[src/rtl/rf_dump_reader_if.sv]
// Entry stream carrying one (register index, register contents) pair per handshake.
interface rf_dump_reader_if;
    logic        out_valid;
    logic        out_ready;
    logic [4:0]  out_addr;
    logic [31:0] out_data;

    modport master (
        output out_valid,
        output out_addr,
        output out_data,
        input  out_ready
    );

    modport slave (
        input  out_valid,
        input  out_addr,
        input  out_data,
        output out_ready
    );
endinterface

[src/rtl/rf_dump_reader.sv]
// Walks a register file read port from index 0 to LAST_ADDR and emits each entry
// over a valid/ready stream, optionally dropping registers that read zero.
module rf_dump_reader #(
    parameter int         SKIP_ZERO = 1,
    parameter logic [4:0] LAST_ADDR = 5'd31
) (
    input  logic                     clk,
    input  logic                     rst_n,
    input  logic                     start,
    input  logic                     abort,
    output logic [4:0]               rf_addr,
    input  logic [31:0]              rf_data,
    rf_dump_reader_if.master         entry,
    output logic                     busy,
    output logic                     done,
    output logic [5:0]               sent_cnt
);

    localparam logic [1:0] S_IDLE = 2'd0;
    localparam logic [1:0] S_READ = 2'd1;
    localparam logic [1:0] S_SEND = 2'd2;
    localparam logic [1:0] S_DONE = 2'd3;

    logic [1:0]  state;
    logic [4:0]  addr_q;
    logic        valid_q;
    logic [31:0] data_q;
    logic        skip;
    logic        handshake;

    assign skip      = (SKIP_ZERO != 0) && (rf_data == '0);
    assign handshake = valid_q && entry.out_ready;

    assign entry.out_valid = valid_q;
    assign entry.out_addr  = addr_q;
    assign entry.out_data  = data_q;

    assign busy = (state != S_IDLE);
    assign done = (state == S_DONE);

    always_ff @(posedge clk or negedge rst_n) begin
        if (!rst_n) begin
            state    <= S_IDLE;
            rf_addr  <= '0;
            addr_q   <= '0;
            data_q   <= '0;
            valid_q  <= 1'b0;
            sent_cnt <= '0;
        end else begin
            case (state)
                S_IDLE: begin
                    if (start) begin
                        rf_addr  <= '0;
                        sent_cnt <= '0;
                        state    <= S_READ;
                    end
                end

                S_READ: begin
                    data_q <= rf_data;
                    addr_q <= rf_addr;
                    if (abort) begin
                        state <= S_IDLE;
                    end else if (skip) begin
                        // Skipped entries advance in place; the last index ends the scan
                        // so rf_addr never passes LAST_ADDR.
                        if (rf_addr == LAST_ADDR) begin
                            state <= S_DONE;
                        end else begin
                            rf_addr <= rf_addr + 5'd1;
                        end
                    end else begin
                        valid_q <= 1'b1;
                        state   <= S_SEND;
                    end
                end

                S_SEND: begin
                    if (handshake) begin
                        sent_cnt <= sent_cnt + 6'd1;
                        valid_q  <= 1'b0;
                    end
                    // Abort wins over the next-address step but a concurrent handshake
                    // has already been counted above.
                    if (abort) begin
                        valid_q <= 1'b0;
                        state   <= S_IDLE;
                    end else if (handshake) begin
                        if (addr_q == LAST_ADDR) begin
                            state <= S_DONE;
                        end else begin
                            rf_addr <= addr_q + 5'd1;
                            state   <= S_READ;
                        end
                    end
                end

                S_DONE: begin
                    state <= S_IDLE;
                end

                default: begin
                    state <= S_IDLE;
                end
            endcase
        end
    end

endmodule
[src/flat_wrapper.sv]
// flat-port wrapper written by rule: the top's interface ports become plain ports
module rf_dump_reader_flat 
#(
    parameter int         SKIP_ZERO = 1,
    parameter logic [4:0] LAST_ADDR = 5'd31
)
  (clk, rst_n, start, abort, rf_addr, rf_data, busy, done, sent_cnt, entry_out_valid, entry_out_addr, entry_out_data, entry_out_ready);
  rf_dump_reader_if entry_i ();
  input  logic clk;
  input  logic rst_n;
  input  logic start;
  input  logic abort;
  output logic [4:0] rf_addr;
  input  logic [31:0] rf_data;
  output logic busy;
  output logic done;
  output logic [5:0] sent_cnt;
  output wire logic [$bits(entry_i.out_valid)-1:0] entry_out_valid;
  output wire logic [$bits(entry_i.out_addr)-1:0] entry_out_addr;
  output wire logic [$bits(entry_i.out_data)-1:0] entry_out_data;
  input wire logic [$bits(entry_i.out_ready)-1:0] entry_out_ready;
  assign entry_out_valid = entry_i.out_valid;
  assign entry_out_addr = entry_i.out_addr;
  assign entry_out_data = entry_i.out_data;
  assign entry_i.out_ready = entry_out_ready;
  rf_dump_reader #(.SKIP_ZERO(SKIP_ZERO), .LAST_ADDR(LAST_ADDR)) u_core (.clk(clk), .rst_n(rst_n), .start(start), .abort(abort), .rf_addr(rf_addr), .rf_data(rf_data), .entry(entry_i), .busy(busy), .done(done), .sent_cnt(sent_cnt));
endmodule
[config.mk]
export PLATFORM = sky130hd
export DESIGN_NAME = rf_dump_reader_flat
export DESIGN_NICKNAME = d
export VERILOG_FILES = /design/src/rtl/rf_dump_reader_if.sv /design/src/rtl/rf_dump_reader.sv /design/src/flat_wrapper.sv
export SDC_FILE = /design/constraint.sdc
export NUM_CORES = 1
export LEC_CHECK = 0
export CAP_MARGIN = 25
export CORE_ASPECT_RATIO = 0.8
export CORE_MARGIN = 10
export CORE_UTILIZATION = 45
export DETAILED_ROUTE_END_ITERATION = 6
export MAX_ROUTING_LAYER = met4
export PLACE_DENSITY = 0.8
export SLEW_MARGIN = 20
export SYNTH_ARGS = -nofsm -noshare
export SYNTH_HDL_FRONTEND = slang
export SYNTH_SLANG_ARGS = --single-unit
[constraint.sdc]
create_clock -name clk -period 2.31 [get_ports clk]
set_input_delay 0.3465 -clock clk [delete_from_list [all_inputs] [get_ports clk]]
set_output_delay 0.3465 -clock clk [all_outputs]
set_load 0.05 [all_outputs]
==> results.ini <==
[clocking]
clockRootBuffer=clkbuf_8
cts.path.max_buffers=2
clk_pin_slew_ns=0.09
cts_tree=built
cts_sinks=51
cts_max_level=2
clk-insertion-delay-late_ns=0.30
numCtsBuffers=5

[yosys]
synth_warnings=0
ys_types=45
synth_fp_nets=250
mappedNetlistArea_um2=2469
synth_edf_count=0
synthXorXnorAreaFrac_pct=0.3548
synthSimpleGateAreaFrac_pct=10.95
synth_area_leaders=dfrtp_1 52%, mux2_2 17%, ha_1 3.5%
synth-seq-area-share_pct=51.70
synth_fa_ha_area_share_pct=3.548
ys_ff_latch=51
synthFlopType=dfrtp_1
synthMuxAreaShare_pct=19.31
synthCells=206
syn_area_per_cell_um2=11.98
synth.top_cell.area_share_pct=51.70
post-synth-top-area-cell=dfrtp_1
synth_top_family_by_area=multiplexers
synth-async-reset-ratio_pct=100.0
synth_compound_area_share_pct=11.25

[critical_path]
cp-start-kind=flop
worstRegToRegCells=9
timing.rr.start=u_core.state[0]
critPathKind=reg2reg
setup.worst_path.start=u_core.state[0]
crit_path_end=u_core.rf_addr[4]
reg2reg_slack_ns=0.18
timing.rr.end=u_core.rf_addr[4]
critPathMaxFanout=6
end_kind=flop
crit_arrival_ns=2.37
cp_data_required_time_ns=2.55

[drt]
wire_per_inst_um=17.33
vias=2040
detail-route-antenna-nets=0
first_iter_violations=49
routed_wl_um=6500
drtPass1Iterations=6
drc=0
vias_per_cell=5.440

[timing]
final.setup.tns_ns=0
period_minus_slack_ns=2.128
hold_ws_ns=0.04336
rsz0062_at_grt=no
drv_slew=0
finalCritPeriodShare_pct=92.12
tightestPinTransition_ns=0.5836
timing.fmax_mhz=469.9
final.setup_skew_ns=0.01069
setup_viol=0
hold_violations=0
slew-limit-headroom_pct=61.09

[pwr]
power_density_nw_per_um2=1656
leakage_nw=1.495
finalPower_w=0.006037
ir_worst_vdd_mv=1.056

[die]
die_h_um=86.25
pin_count=88
core_um2=5375
initial_core_util_pct=45.93
rows=24
die_w_um=102.8
dieArea_um2=8867

[global_route]
grt_first_pass_wirelength_um=10480
antenna_found_initial=0
grt_pass1_vias=2082
grt.busiest_layer=met2
grtUsageTotal_pct=15.05
met2_usage_pct=23.03
grt_overflow=0
grt_max_degree=28
use_met3_pct=4.296
use_met1_pct=19.84

[place]
hpwl_um=5123
dpl_cell_area_um2=3525
place_inst=368
globalplace.congestion=0.8768
port_buffers=87

[final_layout]
final_cell_mix=85 x clkdlybuf4s50_1, 51 x dfrtp_1, 37 x mux2_2, 16 x buf_4, 13 x nand2_1
nNetsFinal=354
finalInstanceArea_um2=3646
area_growth_pct=47.69
final_cell_count_no_fill=375
drive_gt1_share_pct=23.87
final_common_cell=clkdlybuf4s50_1
antenna-diode-count=0

[run_status]
outcome=completed

[run]
cap_viol_max_count=0

[hold_path]
hp-class=in2async

## power by group
group	switching, W	leakage, nW	internal (W)
combinational	0.00234	0.822	0.00152
sequential	0.000290	0.622	0.00129
clock	0.000281	0.0513	0.000318
## synth_stat cells (2+ instances only)
cell type   n
o31ai_1     2
nor3_1      6
clkbuf_1    6
nand3_1     5
nor2_1      4
mux2_2     37
nor4_1      9
mux2i_1     6
ha_1        7
dfrtp_1    51
o2bb2ai_1   2
nand2_1    13
a211oi_1    2
inv_1       9
nand4_1     2
a22o_2      2
a21oi_1     5
o21ai_0    11
## layer usage
metal	part of all wire (%)	vias to the layer above
li1	-	976
met1	47	999
met2	47	63
met3	6.0	2
met4	0.11	0
met5	0	-
## stage by stage
step / setup WS, ns / utilization (%)
2_1_floorplan: 0.2296 / -
3_3_place_gp: -0.05445 / 65.57
3_5_place_dp: -0.09785 / 65.57
4_1_cts: 0.05414 / 67.48
5_1_grt: 0.006786 / 67.83
6_report: 0.1820 / 67.83
## cells by family (layout without fill, tap and decap cells)
| group | count (synthesis) | in the layout |
|---|---|---|
| multiplexers | 43 | 43 |
| AO/OA/AOI/OAI | 37 | 37 |
| adder cells (fa/ha/maj) | 7 | 7 |
| AND/OR/NAND/NOR | 50 | 50 |
| buffers and inverters | 17 | 121 |
| XOR/XNOR | 1 | 1 |
| flip-flops | 51 | 51 |
## final cells by class
class                           count  area, um^2
Clock buffer                        6       72.57
Tap cell                           65       81.33
Timing Repair Buffer              104        1008
Inverter                           10       37.54
Multi-Input combinational cell    138        1140
Sequential cell                    51        1276
Clock inverter                      1       30.03
Fill cell                         421        1729
## state kept, by name, summed over array words and instances (netlist names)
register / flops
u_core.entry.out_valid: 1
u_core.entry.out_addr: 5
u_core.state: 2
u_core.rf_addr: 5
u_core.entry.out_data: 32
u_core.sent_cnt: 6
## repair_timing
action,in CTS,in global routing
resized for setup,0,4
setup buffers,0,0
hold buffers,0,0
endpoints found under the setup margin,0,4
## worst max-delay path, cell delays in order, from the launching register on
cell	delay, ns
dfrtp_1	0.42
inv_1	0.16
ha_4	0.21
mux2i_2	0.24
inv_1	0.07
ha_1	0.27
a211oi_1	0.23
nor3_1	0.08
o31ai_1	0.22
a22o_2	0.17
## how the worst min path moves through the flow
stage | startpoint | end | slack [ns] | depth (start not counted)
4_1_cts | rst_n | u_core.entry.out_data[18] | 0.06 | 1
6_report | rst_n | u_core.entry.out_data[16] | 0.04 | 1
3_3_place_gp | rst_n | u_core.entry.out_addr[1] | 0.38 | 1
5_1_grt | rst_n | u_core.entry.out_data[16] | 0.07 | 1
3_5_place_dp | rst_n | u_core.entry.out_addr[1] | 0.38 | 1
2_1_floorplan | rst_n | u_core.entry.out_addr[0] | 0.05 | 0
Power figures use the tool's default switching activity.
==> RTL edit 1: new RTL, same settings <==
Put one more register stage on the output `sent_cnt`, with the module's reset. The value now appears one clock later. The other outputs are not delayed to match.
--- a/src/rtl/rf_dump_reader.sv
+++ b/src/rtl/rf_dump_reader.sv
@@ -20,6 +20,8 @@
     localparam logic [1:0] S_READ = 2'd1;
     localparam logic [1:0] S_SEND = 2'd2;
     localparam logic [1:0] S_DONE = 2'd3;
+
+    logic [5:0] sent_cnt_s0;
 
     logic [1:0]  state;
     logic [4:0]  addr_q;
@@ -45,13 +47,13 @@
             addr_q   <= '0;
             data_q   <= '0;
             valid_q  <= 1'b0;
-            sent_cnt <= '0;
+            sent_cnt_s0 <= '0;
         end else begin
             case (state)
                 S_IDLE: begin
                     if (start) begin
                         rf_addr  <= '0;
-                        sent_cnt <= '0;
+                        sent_cnt_s0 <= '0;
                         state    <= S_READ;
                     end
                 end
@@ -77,7 +79,7 @@
 
                 S_SEND: begin
                     if (handshake) begin
-                        sent_cnt <= sent_cnt + 6'd1;
+                        sent_cnt_s0 <= sent_cnt_s0 + 6'd1;
                         valid_q  <= 1'b0;
                     end
                     // Abort wins over the next-address step but a concurrent handshake
@@ -106,4 +108,12 @@
         end
     end
 
+    always_ff @(posedge clk or negedge rst_n) begin
+        if (!rst_n) begin
+            sent_cnt <= '0;
+        end else begin
+            sent_cnt <= sent_cnt_s0;
+        end
+    end
+
 endmodule
Function: changed (a bounded check fails within 4 cycles, from zero or initial values and one cycle with rst_n low).
==> RTL edit 1 against the original RTL <==
Wire length up 3.3%; die area grew 5.4%; worst setup slack worse by 13 ps; largest cell class unchanged; non-clock buffer count decreased by 1; sequential cell count is 6 higher; clock skew decreased by 3.4 ps; highest routed layer unchanged; largest power group unchanged; count of clock-buffer cells in the layout up 6; critical path depth fell by 7; first-iteration DRC count grew 63%; worst hold slack improved by 380 ps; critical path type is now reg -> out; design area increased by 8.5%; synthesized area up 6.9%; total power increased by 11%.
==> RTL edit 1: results (changes against the original RTL) <==
<table>
<tr><th>Metric</th><th>Value</th></tr>
<tr><th colspan="2">Run status</th></tr>
<tr><td>Status</td><td>finished clean (unchanged)</td></tr>
<tr><th colspan="2">Global route</th></tr>
<tr><td>Met1 GRT Util</td><td>18.3% (was 19.8%)</td></tr>
<tr><td>Met2 layer usage reported by global route</td><td>22.3% (was 23.0%)</td></tr>
<tr><td>Total track usage</td><td>15.7% (was 15.1%)</td></tr>
<tr><td>Wire length of the first global-routing pass</td><td>11100 µm (was 10500 µm)</td></tr>
<tr><th colspan="2">Placed design</th></tr>
<tr><td>Area of placed instances</td><td>0.00370 mm² (was 0.00352 mm²)</td></tr>
<tr><td>Half-perimeter wire length after detailed placement</td><td>5210 µm (was 5120 µm)</td></tr>
<tr><th colspan="2">Pwr</th></tr>
<tr><td>Worst voltage drop across the vdd grid</td><td>0.979 mV (was 1.06 mV)</td></tr>
<tr><th colspan="2">Clock tree</th></tr>
<tr><td>H-tree level count</td><td>3 (was 2)</td></tr>
<tr><td>Clock latency of the later-clocked register in the worst-skew pair</td><td>340 ps (was 300 ps)</td></tr>
<tr><th colspan="2">Critical path</th></tr>
<tr><td>Critical path's slowest cell</td><td>clkdlybuf4s50_1 (was dfrtp_1)</td></tr>
<tr><td>Register-to-register path setup slack</td><td>210 ps (was 180 ps)</td></tr>
<tr><td>Top fanout value on the critical path</td><td>4 (was 6)</td></tr>
<tr><td>Cell type group with the largest total delay on the critical path</td><td>buffers and inverters (was compound AO/OA/AOI/OAI gates)</td></tr>
<tr><td>Path depth of the worst reg2reg path</td><td>10 (was 9)</td></tr>
<tr><td>Arrival time of data at the critical path endpoint</td><td>1790 ps (was 2370 ps)</td></tr>
<tr><td>CP max stage delay</td><td>820 ps (was 420 ps)</td></tr>
<tr><th colspan="2">Drt</th></tr>
<tr><td>Final wirelength</td><td>6710 µm (was 6500 µm)</td></tr>
<tr><td>Drt pass-1 iters</td><td>4 (was 6)</td></tr>
<tr><th colspan="2">Synth</th></tr>
<tr><td>Net count after synthesis</td><td>253 (was 250)</td></tr>
<tr><td>Most frequent cells after synthesis</td><td>dfrtp_1, mux2_2, nand2_1 (unchanged)</td></tr>
<tr><td>Proportion of synthesized chip area in sequential cells</td><td>54.1% (was 51.7%)</td></tr>
<tr><td>Area contributors post-synth</td><td>dfrtp_1, mux2_2, ha_1 (unchanged)</td></tr>
<tr><th colspan="2">STA</th></tr>
<tr><td>Transition at the pin with the smallest max-transition slack</td><td>553 ps (was 584 ps)</td></tr>
<tr><th colspan="2">Finish</th></tr>
<tr><td>Total Nets Final</td><td>360 (was 354)</td></tr>
</table>
[RTL edit 1: changes by cell type after synthesis, sizes merged, moves of 2 or more]
cell / before / now
dfrtp: 51 / 57
buf: 1 / 5
clkbuf: 6 / 2
o21ai: 11 / 7
nand2b: 1 / 4
nand3: 5 / 8
nor2: 4 / 2
o2bb2ai: 2 / 4
[RTL edit 1: what timing repair did]
item | 4_1_cts | 5_1_grt
hold endpoints to repair | 19 | 0
hold buffers | 1 | 0
gates resized for setup | 0 | 5
endpoints found under the setup margin | 0 | 4
[RTL edit 1: cell families (layout without fill, tap and decap cells)]
kind of cell / count (synthesis) / in the layout / share of synthesized area (%)
xor+xnor: 2 / 2 / 0.664
fa+ha+maj: 7 / 7 / 3.32
flops: 57 / 57 / 54.1
mux: 45 / 45 / 18.9
compound gates: 32 / 32 / 9.77
simple gates: 50 / 50 / 10.8
buf+inv: 16 / 128 / 2.51
[RTL edit 1: power by group through the flow]
stage	logic, mW	registers (mW)	clock network (mW)
after floorplan	1.28	3.01	0
after global placement	3.90	1.70	0
after detailed placement	3.92	1.72	0
after CTS	3.93	1.71	1.08
after global routing	4.15	1.77	1.14
final	3.91	1.71	1.06
[RTL edit 1: layout make-up]
| class | count | area, µm² |
|---|---|---|
| Timing Repair Buffer | 103 | 1000 |
| Tap cell | 78 | 97.6 |
| Clock inverter | 4 | 75.1 |
| Inverter | 9 | 33.8 |
| Sequential cell | 57 | 1430 |
| Fill cell | 405 | 1600 |
| Clock buffer | 12 | 155 |
| Multi-Input combinational cell | 136 | 1160 |
[RTL edit 1: through the flow]
step	util [%]	cells	setup WS (ps)	hold slack, ps
2_1_floorplan	-	209	81.7	50.9
3_3_place_gp	66.6	382	11.9	318
3_5_place_dp	66.6	382	-60.9	321
4_1_cts	70.9	399	31.5	433
5_1_grt	71.2	399	38.9	455
6_report	71.2	399	169	424
[RTL edit 1: how the worst max path moves through the flow]
stage | startpoint | to | slack [ps] | cells after the start
2_1_floorplan | u_core.state[0]$_DFFE_PN0P_ | u_core.rf_addr[4]$_DFFE_PN0P_ | 80 | 11
3_3_place_gp | rf_data[9] | u_core.state[1]$_DFFE_PN0P_ | 10 | 6
3_5_place_dp | rf_data[9] | u_core.state[1]$_DFFE_PN0P_ | -60 | 6
4_1_cts | u_core.state[0]$_DFFE_PN0P_ | busy | 30 | 4
5_1_grt | u_core.state[0]$_DFFE_PN0P_ | u_core.rf_addr[4]$_DFFE_PN0P_ | 40 | 10
6_report | u_core.state[1]$_DFFE_PN0P_ | done | 170 | 2
[RTL edit 1: metal layers]
metal | wire [µm] | up-vias
li1 | - | 983
met1 | 2990 | 1006
met2 | 2990 | 86
met3 | 677 | 6
met4 | 57 | 0
met5 | 0 | -
==> RTL edit 2: new RTL, config.mk and constraints unchanged <==
Without the edit above. Make the reset (`rst_n`) synchronous in one clocked block.
--- a/src/rtl/rf_dump_reader.sv
+++ b/src/rtl/rf_dump_reader.sv
@@ -38,7 +38,7 @@
     assign busy = (state != S_IDLE);
     assign done = (state == S_DONE);
 
-    always_ff @(posedge clk or negedge rst_n) begin
+    always_ff @(posedge clk) begin
         if (!rst_n) begin
             state    <= S_IDLE;
             rf_addr  <= '0;
Check against the original RTL: differs if rst_n is asserted again (counterexample within 4 cycles, from zero or initial values and one cycle with rst_n low); with rst_n held inactive, the same outputs for 10 cycles.
==> RTL edit 2 against the original RTL <==
Synthesized area fell by 1.6%; design area shrank 3.7%; wire length up 4.4%; sequential cell count stayed put; synthesized cell count is 20% higher; critical endpoint is now u_core.rf_addr[0]$_SDFFE_PN0P_; worst setup slack improved by 19 ps.
Power is not compared: it rests on default switching activity, and its combinational part moved more than twofold at a synthesized area within 25%.
==> RTL edit 2: results (changes against the original RTL) <==
<table>
<tr><th>Metric</th><th>Value</th></tr>
<tr><th colspan="2">Drt</th></tr>
<tr><td>Number of violations reported at the end of detailed-routing iteration 0</td><td>58 (was 49)</td></tr>
<tr><td>Vias per inst</td><td>5.14 (was 5.44)</td></tr>
<tr><th colspan="2">Synth</th></tr>
<tr><td>Adder-cell share of the synthesized area</td><td>3.61% (was 3.55%)</td></tr>
<tr><td>Most frequent cells after synthesis</td><td>dfxtp_1, mux2i_1, nor2b_1 (was dfrtp_1, mux2_2, nand2_1)</td></tr>
<tr><td>Proportion of synthesized chip area in sequential cells</td><td>42.0% (was 51.7%)</td></tr>
<tr><td>Fraction of synthesized cell area in xor and xnor cells</td><td>2.16% (was 0.355%)</td></tr>
<tr><td>Most used flip-flop cell after synthesis</td><td>dfxtp_1 (was dfrtp_1)</td></tr>
<tr><td>Fraction of synthesized area in multiplexers</td><td>21.0% (was 19.3%)</td></tr>
<tr><td>Post-synthesis compound-gate area fraction</td><td>5.92% (was 11.3%)</td></tr>
<tr><td>Area contributors post-synth</td><td>dfxtp_1, mux2i_1, nor2b_1 (was dfrtp_1, mux2_2, ha_1)</td></tr>
<tr><td>Count of distinct cell types in the synthesized netlist</td><td>40 (was 45)</td></tr>
<tr><th colspan="2">Critical path</th></tr>
<tr><td>Register-to-register path setup slack</td><td>200 ps (was 180 ps)</td></tr>
<tr><td>Arrival time of data at the critical path endpoint</td><td>2320 ps (was 2370 ps)</td></tr>
<tr><td>Path depth of the worst reg2reg path</td><td>7 (was 9)</td></tr>
<tr><td>Reg-to-Reg End</td><td>u_core.rf_addr[0]$_SDFFE_PN0P_ (was u_core.rf_addr[4]$_DFFE_PN0P_)</td></tr>
<tr><td>Top fanout value on the critical path</td><td>5 (was 6)</td></tr>
<tr><td>Startpoint of the most critical register-to-register path</td><td>u_core.state[0]$_SDFFE_PN0P_ (was u_core.state[0]$_DFFE_PN0P_)</td></tr>
<tr><td>Critical path's slowest cell</td><td>dfxtp_1 (was dfrtp_1)</td></tr>
<tr><th colspan="2">STA</th></tr>
<tr><td>WHS</td><td>523 ps (was 43.4 ps)</td></tr>
<tr><td>Worst max-slew margin expressed relative to the limit</td><td>62.7% (was 61.1%)</td></tr>
<tr><th colspan="2">Placed design</th></tr>
<tr><td>Worst slack at placement</td><td>-101 ps (was -97.9 ps)</td></tr>
<tr><td>Half-perimeter wire length after detailed placement</td><td>5170 µm (was 5120 µm)</td></tr>
<tr><td>Area of placed instances</td><td>0.00342 mm² (was 0.00352 mm²)</td></tr>
<tr><th colspan="2">Global route</th></tr>
<tr><td>Total track usage</td><td>16.1% (was 15.1%)</td></tr>
<tr><td>Via count of the first global-routing pass</td><td>2131 (was 2082)</td></tr>
<tr><td>Wire length of the first global-routing pass</td><td>11000 µm (was 10500 µm)</td></tr>
<tr><th colspan="2">Run status</th></tr>
<tr><td>Status</td><td>finished clean (unchanged)</td></tr>
<tr><th colspan="2">Finish</th></tr>
<tr><td>Fraction of final layout cells sized beyond drive strength 1</td><td>8.75% (was 23.9%)</td></tr>
</table>
RTL edit 2: kinds of logic (layout without fill, tap and decap cells):
family | Yosys count | after routing
xor+xnor | 6 | 6
simple gates | 93 | 93
mux | 50 | 50
flops | 51 | 51
buf+inv | 19 | 114
compound gates | 22 | 22
fa+ha+maj | 7 | 7
RTL edit 2: layout make-up:
cell class	count	area, µm²
Tap cell	62	77.6
Multi-Input combinational cell	178	1340
Fill cell	393	1610
Timing Repair Buffer	101	973
Clock buffer	6	72.6
Clock inverter	2	12.5
Sequential cell	51	1020
Inverter	5	18.8
RTL edit 2: repair_timing:
action,4_1_cts,5_1_grt
endpoints found under the setup margin,0,2
hold buffers,0,0
hold endpoints to repair,0,0
resized for setup,0,1
RTL edit 2: routing by layer:
layer  share of wire (%)  wire length [µm]  vias to the layer above
met5                   0                 0                        -
met4                0.90                61                        0
met3                  11               750                        6
met2                  42              2830                       70
met1                  46              3140                      954
li1                    -                 -                     1050
RTL edit 2: through the flow:
stage,util [%],setup TNS [ps],cells
finish,68.5,0,405
global route,68.5,0,405
CTS,68.4,0,405
detailed placement,66.8,-456,397
global placement,66.8,-426,397
floorplan,-,0,248
RTL edit 2: worst max path at each step:
stage	start	slack, ps	endpoint
finish	u_core.state[0]$_SDFFE_PN0P_	200	u_core.rf_addr[0]$_SDFFE_PN0P_
global route	u_core.state[0]$_SDFFE_PN0P_	30	u_core.rf_addr[2]$_SDFFE_PN0P_
detailed placement	rf_data[18]	-100	u_core.rf_addr[0]$_SDFFE_PN0P_
floorplan	u_core.entry.out_valid$_SDFFE_PN0P_	340	u_core.rf_addr[0]$_SDFFE_PN0P_
global placement	rf_data[18]	-100	u_core.rf_addr[0]$_SDFFE_PN0P_
CTS	u_core.state[0]$_SDFFE_PN0P_	190	u_core.sent_cnt[5]$_SDFFE_PN0P_
